$ cat config.mk
export PLATFORM = sky130hd
export DESIGN_NAME = pattern_broadcaster
export DESIGN_NICKNAME = d
export VERILOG_FILES = /design/src/rtl/pattern_broadcaster.sv
export SDC_FILE = /design/constraint.sdc
export NUM_CORES = 1
export LEC_CHECK = 0
export BUFFER_PORTS_ARGS = -buffer_cell sky130_fd_sc_hd__buf_2
export CAP_MARGIN = 0
export CORE_ASPECT_RATIO = 2
export CORE_MARGIN = 2
export CORE_UTILIZATION = 51
export DETAILED_ROUTE_END_ITERATION = 10
export PLACE_DENSITY = 0.79
export SETUP_SLACK_MARGIN = 0.15
export SLEW_MARGIN = 5
export SYNTH_ARGS = -nofsm -noshare
export SYNTH_HDL_FRONTEND = slang
export SYNTH_SLANG_ARGS = --single-unit
$ cat constraint.sdc
create_clock -name clk -period 1.4 [get_ports clk]
set_input_delay 0 -clock clk [delete_from_list [all_inputs] [get_ports clk]]
set_output_delay 0 -clock clk [all_outputs]
set_load 0.05 [all_outputs]
$ cat src/rtl/pattern_broadcaster.sv
// -----------------------------------------------------------------------------
// pattern_broadcaster
//
// Turns a handful of chip-level pins into full-width adder operands for the
// N-bit adder DFT example. Each accepted request produces one new operand set
// with a single-cycle valid strobe.
//
//   mode 00 : broadcast  - replicate pin_a / pin_b across all bits
//   mode 01 : shift      - load operands serially, LSB first, over N cycles
//   mode 10 : count      - operands from an internal pattern counter
//                          (only when PATTERN_BROADCASTER_COUNT_EN is defined,
//                          otherwise treated as broadcast)
//   mode 11 : reserved   - treated as broadcast
//
// Optional feature macro: PATTERN_BROADCASTER_COUNT_EN
//
// Ports:
//   clk      in   1  rising-edge clock
//   rst_n    in   1  asynchronous active-low reset
//   pin_a    in   1  operand-a pin (broadcast value or serial bit)
//   pin_b    in   1  operand-b pin (broadcast value or serial bit)
//   pin_cin  in   1  carry-in pin
//   mode     in   2  request mode, sampled only when a request is accepted
//   start    in   1  request strobe (ignored while a shift is in progress)
//   a        out  N  operand a (registered)
//   b        out  N  operand b (registered)
//   cin      out  1  carry-in (registered)
//   valid    out  1  one-cycle pulse, a/b/cin updated this cycle
//   busy     out  1  high while a shift request is in progress
// -----------------------------------------------------------------------------
module pattern_broadcaster #(
   parameter int N = 16
) (
   input  logic         clk,
   input  logic         rst_n,
   input  logic         pin_a,
   input  logic         pin_b,
   input  logic         pin_cin,
   input  logic [1:0]   mode,
   input  logic         start,
   output logic [N-1:0] a,
   output logic [N-1:0] b,
   output logic         cin,
   output logic         valid,
   output logic         busy
);

   localparam int CW = (N > 2) ? $clog2(N) : 1;
   localparam logic [CW-1:0] LAST_BIT = CW'(N - 1);

   typedef enum logic {
      S_IDLE,
      S_SHIFT
   } state_t;

   typedef enum logic [1:0] {
      MODE_BCAST = 2'b00,
      MODE_SHIFT = 2'b01,
      MODE_COUNT = 2'b10,
      MODE_RSVD  = 2'b11
   } mode_t;

   state_t        r_state,   w_state_nx;
   logic [CW-1:0] r_bit_cnt, w_bit_cnt_nx;
   logic [N-1:0]  r_sh_a,    w_sh_a_nx;
   logic [N-1:0]  r_sh_b,    w_sh_b_nx;
   logic [N-1:0]  r_a,       w_a_nx;
   logic [N-1:0]  r_b,       w_b_nx;
   logic          r_cin,     w_cin_nx;
   logic          r_valid,   w_valid_nx;
`ifdef PATTERN_BROADCASTER_COUNT_EN
   logic [N-1:0]  r_cnt,     w_cnt_nx;
`endif

   // Next-state / next-output logic.
   always_comb begin
      // NOTE: every signal gets a default first so no path leaves it
      // unassigned; that is what keeps this block free of inferred latches.
      w_state_nx   = r_state;
      w_bit_cnt_nx = r_bit_cnt;
      w_sh_a_nx    = r_sh_a;
      w_sh_b_nx    = r_sh_b;
      w_a_nx       = r_a;
      w_b_nx       = r_b;
      w_cin_nx     = r_cin;
      w_valid_nx   = 1'b0;
`ifdef PATTERN_BROADCASTER_COUNT_EN
      w_cnt_nx     = r_cnt;
`endif

      case (r_state)
         S_IDLE: begin
            if (start) begin
               case (mode_t'(mode))
                  MODE_SHIFT: begin
                     w_state_nx   = S_SHIFT;
                     w_bit_cnt_nx = '0;
                  end
`ifdef PATTERN_BROADCASTER_COUNT_EN
                  MODE_COUNT: begin
                     w_a_nx     = r_cnt;
                     w_b_nx     = ~r_cnt;
                     w_cin_nx   = r_cnt[0];
                     w_valid_nx = 1'b1;
                     w_cnt_nx   = r_cnt + N'(1);   // wraps naturally at 2^N
                  end
`endif
                  // Broadcast, plus every mode without a dedicated handler.
                  default: begin
                     w_a_nx     = {N{pin_a}};
                     w_b_nx     = {N{pin_b}};
                     w_cin_nx   = pin_cin;
                     w_valid_nx = 1'b1;
                  end
               endcase
            end
         end

         S_SHIFT: begin
            if (r_bit_cnt == LAST_BIT) begin
               // Final bit goes straight to the outputs so a/b/cin change
               // atomically on the completing edge.
               w_a_nx     = {pin_a, r_sh_a[N-1:1]};
               w_b_nx     = {pin_b, r_sh_b[N-1:1]};
               w_cin_nx   = pin_cin;
               w_valid_nx = 1'b1;
               w_state_nx = S_IDLE;
            end else begin
               // Shift in from the MSB: the first sample ends up in bit 0.
               w_sh_a_nx    = {pin_a, r_sh_a[N-1:1]};
               w_sh_b_nx    = {pin_b, r_sh_b[N-1:1]};
               w_bit_cnt_nx = r_bit_cnt + CW'(1);
            end
         end

         default: w_state_nx = S_IDLE;
      endcase
   end

   // State and output registers.
   always_ff @(posedge clk or negedge rst_n) begin
      if (!rst_n) begin
         r_state   <= S_IDLE;
         r_bit_cnt <= '0;
         r_sh_a    <= '0;
         r_sh_b    <= '0;
         r_a       <= '0;
         r_b       <= '0;
         r_cin     <= 1'b0;
         r_valid   <= 1'b0;
`ifdef PATTERN_BROADCASTER_COUNT_EN
         r_cnt     <= '0;
`endif
      end else begin
         // NOTE: non-blocking assignments here so every register samples the
         // pre-edge values, independent of statement order.
         r_state   <= w_state_nx;
         r_bit_cnt <= w_bit_cnt_nx;
         r_sh_a    <= w_sh_a_nx;
         r_sh_b    <= w_sh_b_nx;
         r_a       <= w_a_nx;
         r_b       <= w_b_nx;
         r_cin     <= w_cin_nx;
         r_valid   <= w_valid_nx;
`ifdef PATTERN_BROADCASTER_COUNT_EN
         r_cnt     <= w_cnt_nx;
`endif
      end
   end

   assign a     = r_a;
   assign b     = r_b;
   assign cin   = r_cin;
   assign valid = r_valid;
   assign busy  = (r_state == S_SHIFT);

endmodule

==> flow_summary.json <==
{
  "ios": 43,
  "antenna_found_initial": 0,
  "yosys_register_bits": 69,
  "grt_overflow": 0,
  "tns_ns": -1.886,
  "cp.arrival_ns": 1.76,
  "synth_area_leaders": "dfrtp_1, mux2_2, mux2i_1",
  "synth-seq-area-share_pct": 58.65,
  "final_hold_viol_count": 0,
  "relSlewSlack_pct": 75.64,
  "grt_pass1_vias": 2054,
  "endpoint_kind": "register",
  "fp-row-count": 39,
  "cts_tree": "done",
  "synth_area_um2": 2944,
  "yosysTopAreaCellShare_pct": 58.65,
  "hp-class": "in2reg",
  "die_w_um": 57.73,
  "violations": "setup timing",
  "worstSetupPathType": "reg2reg",
  "hold_path_depth": 3,
  "period_share_pct": 108.9,
  "cap_violations": 0,
  "path_max_fanout": 6,
  "die_h_um": 111.5,
  "initial_utilization_pct": 52.01,
  "ys_warn_count": 0,
  "via_per_inst": 5.312,
  "worst_pin_slew_ns": 0.3654,
  "path_clk_slew_ns": 0.05,
  "clockRootBuffer": "clkbuf_16",
  "worst-endpoint-required_ns": 1.63,
  "n_antenna_cell": 0,
  "nets": 315,
  "wl_per_cell_um": 17.19,
  "drt_iter0_drc": 45,
  "core_area_um2": 5660,
  "setup_slack_ns": -0.1250,
  "vias": 1976,
  "start_kind": "register",
  "skew_ns": 0.006183,
  "grt_usage_pct": 20.09,
  "syn_nets": 239,
  "pre_cts_slack_ns": -0.05968,
  "ctsHtreeMaxLevel": 3,
  "route.detailed.drc": 0,
  "r2r_cells": 6,
  "area_delta_synth_final_pct": 37.23,
  "drtPass1Iterations": 4,
  "setup_viol_count_final": 35,
  "postSynthAreaPerCell_um2": 12.80,
  "cts_inserted_buffers": 9,
  "ant_nets": 0,
  "grt_pass1_wl_mm": 9.867,
  "final_area_um2": 4040,
  "gp_congestion": 0.7221,
  "syn-instance-count": 230,
  "cp_slowest_stage_delay_ns": 0.36,
  "fmax_ghz": 0.6558,
  "worstPathCellList": "ha_2 > nand4_1 > o21ai_4 > buf_6 > buf_12 > mux2i_1",
  "clock-sinks": 69,
  "cts_max_path_buffers": 2,
  "drive_gt1_share_pct": 43.09,
  "rsz0062_at_grt": "yes",
  "dp_hpwl_mm": 3.808,
  "min_period_ns": 1.525,
  "outcome": "finished with violations",
  "die-area_um2": 6433,
  "port_buffers": 42,
  "grt_max_degree": 26,
  "yosysUniqueCellTypes": 23,
  "dpl_cell_area_um2": 3381,
  "yosysTopAreaCell": "dfrtp_1",
  "wl_mm": 6.393,
  "cp_slowest_cell": "dfrtp_1",
  "clk_latency_ns": 0.32,
  "slew_violations": 0
}
-- metrics by stage --
stage,cells,util [%],hold WS (ns)
final,372,71.37,0.08191
after CTS,370,69.34,0.07233
after global placement,340,59.73,-0.07717
after global routing,372,71.37,0.1052
after detailed placement,340,59.73,-0.06855
after floorplan,230,-,-0.2956
-- Yosys cell counts --
cell type,n
dfrtp_1,69
mux2_2,34
a21oi_1,32
inv_1,32
mux2i_1,31
buf_4,5
buf_2,4
buf_8,3
a31oi_1,2
nand2_1,2
nand3_1,2
nor2b_2,2
nor3_1,2
a21boi_0,1
and2b_4,1
ha_1,1
nand2b_1,1
nand3b_1,1
nand4_1,1
nand4b_1,1
nor2_1,1
o21ai_0,1
o21ai_4,1
-- routing by layer --
| metal | vias to the layer above | share of wire (%) | track usage (%) |
|---|---|---|---|
| li1 | 930 | - | - |
| met1 | 998 | 41 | 24.70 |
| met2 | 34 | 54 | 32.35 |
| met3 | 14 | 2.4 | 4.297 |
| met4 | 0 | 3.3 | 10.70 |
| met5 | - | 0 | 0 |
-- cells by family (layout without fill, tap and decap cells) --
logic type | after synthesis | in the layout | synth area share (%)
compound gates | 37 | 38 | 6.842
fa+ha+maj | 1 | 1 | 0.4249
buf+inv | 44 | 124 | 7.565
flops | 69 | 69 | 58.65
mux | 65 | 65 | 23.54
simple gates | 14 | 14 | 2.975
-- path summary, 6_finish.rpt --
| path | startpoint | to | slack (ns) |
|---|---|---|---|
| worst max-delay path | r_bit_cnt[1]$_DFFE_PN0P_ | a[0]$_DFFE_PN0P_ | -0.12 |
| worst min-delay path | mode[1] | busy$_DFF_PN0_ | 0.08 |
| worst max register to register | r_bit_cnt[1]$_DFFE_PN0P_ | a[0]$_DFFE_PN0P_ | -0.12 |
| worst min register to register | r_sh_b[1]$_DFFE_PN0P_ | r_sh_b[1]$_DFFE_PN0P_ | 0.51 |
| max in group asynchronous | rst_n | b[7]$_DFFE_PN0P_ | 0.77 |
| min in group asynchronous | rst_n | r_bit_cnt[0]$_DFFE_PN0P_ | 0.12 |
-- final cells by class --
cell class / count / area [um^2]
clock buffers: 11 / 252.7
well taps: 61 / 76.32
multi-input cells: 118 / 1122
flip-flops and latches: 69 / 1728
fillers: 379 / 1620
repair buffers: 76 / 658.1
clock inverters: 5 / 82.58
inverters: 32 / 120.1
-- registers in the layout (all words and copies together) (netlist names) --
signal / count
a: 16
b: 16
busy: 1
cin: 1
r_bit_cnt: 4
r_sh_a: 15
r_sh_b: 15
valid: 1
-- layout by cell type (no fill, tap or decap), types with 2 or more instances in the layout --
master,netlist,final
a21oi_1,32,32
buf_6,0,10
buf_12,0,8
nor3_1,2,2
buf_2,4,42
clkbuf_8,0,2
mux2i_1,31,29
mux2_2,34,14
clkinv_4,0,2
o21ai_4,1,2
buf_4,5,9
inv_1,32,32
dfrtp_1,69,68
dlygate4sd3_1,0,4
mux2_4,0,20
a31oi_1,2,2
mux2i_2,0,2
bufinv_16,0,2
nand3_1,2,2
clkbuf_16,0,10
-- critical path, delay by kind of cell, from the launching register on --
family          cells  cell delay, ns
simple gates        1            0.17
buf+inv             2            0.29
compound gates      1            0.19
flops               1            0.36
mux                 1            0.22
fa+ha+maj           1            0.20
-- what timing repair did --
action	in CTS	in global routing
gates resized for setup	16	22
hold buffers	4	0
pin swaps	2	2
setup endpoints to repair	66	66
buffers inserted	8	1
gates cloned	2	1
endpoints found under the hold margin	74	0
Power is not shown: default switching activity piles up to over one toggle a cycle in this logic, so the estimate is an artifact.
